### src/rtl/bin_to_gray_stream.sv
// Binary-to-Gray converter with a one-stage valid/ready output register.
// The source word comes from in_bin (stream mode) or from an internal wrapping counter (count mode).
module bin_to_gray_stream #(
    parameter int WIDTH = 4
) (
    input  logic             clk,
    input  logic             rst,
    input  logic             in_valid,
    input  logic [WIDTH-1:0] in_bin,
    output logic             in_ready,
    output logic             out_valid,
    output logic [WIDTH-1:0] out_gray,
    input  logic             out_ready,
    input  logic             cnt_en,
    input  logic             cnt_clr,
    output logic [WIDTH-1:0] cnt_bin
);

    typedef enum logic {
        ST_STREAM = 1'b0,
        ST_COUNT  = 1'b1
    } mode_t;

    mode_t            r_state;
    mode_t            w_state_next;
    logic             r_out_valid;
    logic [WIDTH-1:0] r_out_gray;
    logic [WIDTH-1:0] r_cnt;
    logic             w_slot_free;
    logic             w_count_mode;
    logic             w_load;
    logic             w_cnt_inc;
    logic [WIDTH-1:0] w_src;
    logic [WIDTH-1:0] w_gray;

    always_ff @(posedge clk) begin
        if (rst) begin
            r_state <= ST_STREAM;
        end else begin
            r_state <= w_state_next;
        end
    end

    // The mode in force this cycle is the next state, so a cnt_en change
    // selects the new source on the very same edge.
    always_comb begin
        w_state_next = r_state;
        w_count_mode = 1'b0;
        w_load       = 1'b0;
        w_cnt_inc    = 1'b0;
        in_ready     = 1'b0;
        case (r_state)
            ST_STREAM: if (cnt_en)  w_state_next = ST_COUNT;
            ST_COUNT:  if (!cnt_en) w_state_next = ST_STREAM;
            default:   w_state_next = ST_STREAM;
        endcase
        w_count_mode = (w_state_next == ST_COUNT);
        if (!rst && w_slot_free) begin
            if (w_count_mode) begin
                w_load    = 1'b1;
                w_cnt_inc = 1'b1;
            end else begin
                in_ready = 1'b1;
                w_load   = in_valid;
            end
        end
    end

    assign w_slot_free = !r_out_valid || out_ready;
    assign w_src       = w_count_mode ? r_cnt : in_bin;

    generate
        for (genvar gi = 0; gi < WIDTH - 1; gi++) begin : g_gray
            assign w_gray[gi] = w_src[gi] ^ w_src[gi+1];
        end
    endgenerate
    assign w_gray[WIDTH-1] = w_src[WIDTH-1];

    always_ff @(posedge clk) begin
        if (rst) begin
            r_out_valid <= 1'b0;
            r_out_gray  <= '0;
        end else if (w_load) begin
            r_out_valid <= 1'b1;
            r_out_gray  <= w_gray;
        end else if (out_ready) begin
            r_out_valid <= 1'b0;
        end
    end

    // Clear wins over increment; a coinciding load still uses the old count.
    always_ff @(posedge clk) begin
        if (rst || cnt_clr) begin
            r_cnt <= '0;
        end else if (w_cnt_inc) begin
            r_cnt <= r_cnt + WIDTH'(1);
        end
    end

    assign out_valid = r_out_valid;
    assign out_gray  = r_out_gray;
    assign cnt_bin   = r_cnt;

endmodule

### config.mk
export PLATFORM = sky130hd
export DESIGN_NAME = bin_to_gray_stream
export DESIGN_NICKNAME = d
export VERILOG_FILES = /design/src/rtl/bin_to_gray_stream.sv
export SDC_FILE = /design/constraint.sdc
export NUM_CORES = 1
export LEC_CHECK = 0
export BUFFER_PORTS_ARGS = -buffer_cell sky130_fd_sc_hd__buf_2
export CORE_AREA = 2 2 39 41
export DETAILED_ROUTE_END_ITERATION = 12
export DIE_AREA = 0 0 41 43
export PLACE_DENSITY = 0.65
export SLEW_MARGIN = 20
export SYNTH_ARGS = -nofsm -noshare
export SYNTH_HDL_FRONTEND = slang
export SYNTH_SLANG_ARGS = --single-unit
### constraint.sdc
create_clock -name clk -period 1.3 [get_ports clk]
set_clock_uncertainty 0.2 [all_clocks]
set_input_delay 0.13 -clock clk [delete_from_list [all_inputs] [get_ports clk]]
set_output_delay 0.13 -clock clk [all_outputs]
set_load 0.01 [all_outputs]
## After elaboration in Yosys (flattened, before gate mapping)

Index checks and enable logic that the tools add are counted.

| word-level totals | value |
|---|---|
| memory bits (read-only) | 0 |
| logic and storage cells | 23 |
| memories kept | 0 |
| input bits | 10 |
| register bits after elaboration | 9 |
| memory bits (writable) | 0 |
| bits in latches | 0 |

| cells by class | value |
|---|---|
| $mul | 0 |
| shift operators | 0 |
| reductions and logical operators | 6 |
| bitwise gates (word level) | 3 |
| multiplexer cells | 10 |
| equal/unequal tests | 0 |
| order comparisons | 0 |
| add/subtract/negate cells | 1 |
| div/mod/pow operators | 0 |

Operators by type and width:

| kind | count |
|---|---|
| $mux W1 | 9 |
| $add A4 B1 Y4 const B | 1 |
| $mux W4 | 1 |
| $xor A1 B1 Y1 | 3 |
| $logic_not A1 Y1 | 2 |
| $logic_or A1 B1 Y1 | 2 |
| $reduce_bool A2 Y1 | 1 |
| $logic_and A1 B1 Y1 | 1 |

## Logic depth before layout (Yosys ltp)

| depth | value |
|---|---|
| depth after elaboration | 5 |
| gate-level depth with buffers | 4 |
| gate-level depth less buffers | 3 |

## Least setup slack after synthesis

OpenSTA, ideal clock, no wires.

| timing path | value |
|---|---|
| path kind | register -> register |
| start point | reg r_out_valid (netlist: out_valid) |
| end point | reg r_out_gray[3] (netlist: out_gray[3]) |
| setup time | 0.079 ns |
| stages on the path, launching flop included | 4 |
| arrival time | 0.980 ns |
| period minus slack after synthesis | 1.259 ns |
| path slack | 0.041 ns |
| path through | dfxtp_1 nor2b_2 o31a_1 a211oi_2 |

| between the ends | value |
|---|---|
| word-level cells in the longest chain between the ends | 4 |

Ends and longest elaborated chain:

| element | line | source |
|---|---|---|
| from (decl) | 26 | `logic r_out_valid;` |
| from (signal assigned) | 81 | `r_out_valid <= 1'b0;` |
| from (signal assigned) | 84 | `r_out_valid <= 1'b1;` |
| from (signal assigned) | 87 | `r_out_valid <= 1'b0;` |
| $logic_not A1 Y1 | 69 | `assign w_slot_free = !r_out_valid \|\| out_ready;` |
| $logic_or A1 B1 Y1 | 69 |  |
| $logic_and A1 B1 Y1 | 58 | `if (!rst && w_slot_free) begin` |
| $mux W1 | 58 |  |
| to (signal assigned) | 85 | `r_out_gray <= w_gray;` |
| to (decl) | 27 | `logic [WIDTH-1:0] r_out_gray;` |

No other way between the ends.
A chain may end at the register's enable or synchronous reset.

## Final worst setup path

| timing path | value |
|---|---|
| start point | reg r_out_valid (netlist: out_valid) |
| end point | reg r_cnt[0] (netlist: cnt_bin[0]) |

| between the ends | value |
|---|---|
| word-level cells in the longest chain between the ends | 4 |

Ends and longest elaborated chain:

| element | line | source |
|---|---|---|
| $logic_not A1 Y1 | 69 |  |
| $logic_or A1 B1 Y1 | 69 |  |
| $logic_and A1 B1 Y1 | 58 |  |
| $mux W1 | 58 |  |
| to (signal assigned) | 96 | `r_cnt <= r_cnt + WIDTH'(1);` |
| to (decl) | 28 | `logic [WIDTH-1:0] r_cnt;` |

No other way between the ends.

==> impl_metrics.ini <==
[clocking]
cts.path.max_buffers = 2
root_buffer = clkbuf_4
numCtsBuffers = 3
htree_num_levels = 1
cts_sinks = 9
cts_tree = built
clock_latency_ns = 0.26
path_clk_slew_ns = 0.06

[synthesis]
netlist_area_um2 = 518
syn_inst = 55
synth_cell_types = 23
synth.avg_cell_area_um2 = 9.42
syn_nets = 66
yosysSeqAreaShare_pct = 34.8
yosys_register_bits = 9
synth_warnings = 0

[global_route]
grt_use_met1_pct = 16.1
grt_usage_pct = 16.2
gr-total-overflow = 0
busiest_layer = met2
use_met2_pct = 26.3
grt_pass1_wl_um = 1850
grt_start_max_net_pins = 13
grt_pass1_vias = 442
antenna_found_initial = 0
use_met3_pct = 4.71

[timing]
relSlewSlack_pct = 76.3
tightest_slew_ns = 0.354
setup_violations = 1
fin_crit_ns = 1.31
slew_viol_final = 0
hold_violations = 1
max_freq_mhz = 764
fin_crit_sh_pct = 101
setup_ws_ns = -0.00958
whs_ns = -0.00270
rsz0062_at_grt = yes

[final_layout]
stdcell_count = 97
drive_gt1_share_pct = 44.4
synthToLayoutAreaGrowth_pct = 37.9
final_net_count = 93
nFillCells = 140
num_antenna_cells = 0

[outcome]
run_status = finished, violations left
violations = hold timing, setup timing

[floorplan]
die_h_um = 43
fp.dieArea_mm2 = 0.00176
dieWidth_um = 41
core_mm2 = 0.00138
start_util_pct = 37.4
pin_count = 20
fp-row-count = 14

[power]
p_per_area_mw_per_mm2 = 906
leakagePower_nw = 0.352
p_int_mw = 0.473
p_total_mw = 0.647
p_comb_share_pct = 20.9
switching_power_mw = 0.174
power_frac_seq_pct = 46.1
swShare_pct = 26.9
p_clk_share_pct = 33.0
max-vdd-ir-drop_v = 0.000418

[drt]
via_per_inst = 5.02
antenna_left = 0
drc_errors = 0
num_vias = 487
drtPass1Iterations = 2
initialDrtViolationCount = 1
wl_per_cell_um = 12.4
wl_um = 1200

[setup_path]
rr_startpoint = out_valid$_SDFFE_PP0P_
r2r_slack_ns = -0.01
worstSetupEndpointType = flip-flop
crit_path_max_incr_delay_ns = 0.32
reg2regPathDepth = 4
arrival_ns = 1.29
required_ns = 1.28
path_max_fanout = 4
crit_buf_inv = 1
path_cells = nor2b_4, buf_4, or3_1, a21oi_1
path_class = reg -> reg
worstReg2RegEnd = cnt_bin[0]$_SDFFE_PP0P_
crit_family = simple AND/OR/NAND/NOR gates
crit_slowest_cell = dfxtp_2
startpoint_type = flip-flop

[flow_run]
maxCapViolCount = 0

[place]
portBuffers = 19
post-dp-hpwl_um = 839
placed_cells = 89
gp_congestion = 0.676

[min_path]
min_to = cnt_bin[1]$_SDFFE_PP0P_
hold_depth = 3
hold_path.class = in -> reg
min_from = cnt_en
how the worst max path moves through the flow:
stage	startpoint	end	cells past startpoint
finish	out_valid$_SDFFE_PP0P_	cnt_bin[0]$_SDFFE_PP0P_	4
global placement	out_valid$_SDFFE_PP0P_	out_gray[1]$_SDFFE_PP0P_	3
floorplan	out_valid$_SDFFE_PP0P_	out_gray[3]$_SDFFE_PP0P_	3
CTS	out_valid$_SDFFE_PP0P_	out_gray[2]$_SDFFE_PP0P_	4
detailed placement	out_valid$_SDFFE_PP0P_	out_gray[0]$_SDFFE_PP0P_	3
global route	out_valid$_SDFFE_PP0P_	in_ready	3
power by group through the flow:
stage	clock, mW	sequential (mW)	combinational [mW]
2_1_floorplan	0	0.311	0.0645
6_report	0.213	0.298	0.135
3_5_place_dp	0	0.304	0.118
5_1_grt	0.237	0.301	0.149
3_3_place_gp	0	0.304	0.115
4_1_cts	0.217	0.298	0.133
timing repair:
item | in CTS | in global routing
setup buffers | 3 | 0
endpoints found under the hold margin | 4 | 0
endpoints found under the setup margin | 2 | 7
gates resized for setup | 3 | 5
hold buffers | 1 | 0
pin swaps | 3 | 1
worst min-delay path: stages:
cell	delay, ns
buf_2	0.14
nand4_1	0.09
a21oi_1	0.06
final cells by class:
| cell class | count | area, µm² | share of cell area (%) |
|---|---|---|---|
| timing repair buffer | 23 | 131 | 18.4 |
| sequential | 9 | 185 | 25.9 |
| clock buffer | 4 | 26.3 | 3.68 |
| multi-input combinational | 42 | 340 | 47.6 |
| inverter | 3 | 11.3 | 1.58 |
| tap | 16 | 20.0 | 2.80 |
cells in the mapped netlist:
master    instances  area [µm²]
o31ai_1           1        7.51
inv_2             1        3.75
o21ai_0           1        5.00
nand2_1           5        18.8
inv_1             2        7.51
nor2_1            2        7.51
a21oi_1           3        15.0
xor2_1            6        52.6
or2_2             1        6.26
mux2i_1           9        90.1
nand3_1           1        5.00
nor4_2            1        12.5
or3_1             3        18.8
nand4_1           2        12.5
buf_2             1        5.00
nor3_4            1        16.3
nand2b_1          1        6.26
a211oi_2          1        12.5
ha_1              1        12.5
dfxtp_1           9         180
nor2b_2           1        8.76
nor3_1            1        5.00
o31a_1            1        8.76
cells by family (layout without fill, tap and decap cells):
| group | count (synthesis) | after routing | share of synthesized area (%) |
|---|---|---|---|
| compound gates | 7 | 7 | 9.42 |
| xor+xnor | 6 | 6 | 10.1 |
| fa+ha+maj | 1 | 1 | 2.42 |
| buf+inv | 4 | 30 | 3.14 |
| flops | 9 | 9 | 34.8 |
| mux | 9 | 9 | 17.4 |
| simple gates | 19 | 19 | 22.7 |
placed cells by master, fill, tap and decap left out, drive strengths merged, types with 2 or more instances in the layout:
cell type   n
buf        22
mux2i       9
dfxtp       9
xor2        6
nand2       5
clkbuf      4
or3         3
a21oi       3
inv         3
nor2        2
nand4       2
nor3        2
through the flow:
stage | TNS (ns) | instance area [µm²] | worst slack, ns | util, %
6_report | -0.00958 | 714 | -0.00958 | 51.6
5_1_grt | -0.241 | 714 | -0.0587 | 51.6
4_1_cts | -0.00881 | 698 | -0.00881 | 50.5
3_5_place_dp | 0 | 628 | 0.0344 | 45.4
3_3_place_gp | 0 | 628 | 0.0449 | 45.4
2_1_floorplan | 0 | 518 | 0.0411 | -
state kept, by name, indices dropped and copies added (netlist names):
| signal | cells |
|---|---|
| out_gray | 4 |
| cnt_bin | 4 |
| out_valid | 1 |
per-layer routing:
metal	routed length [µm]	share of wire, %
met4	19	1.6
met5	0	0
met1	504	42
met3	66	5.5
met2	611	51
No activity file was read; power rests on OpenSTA's default activity.
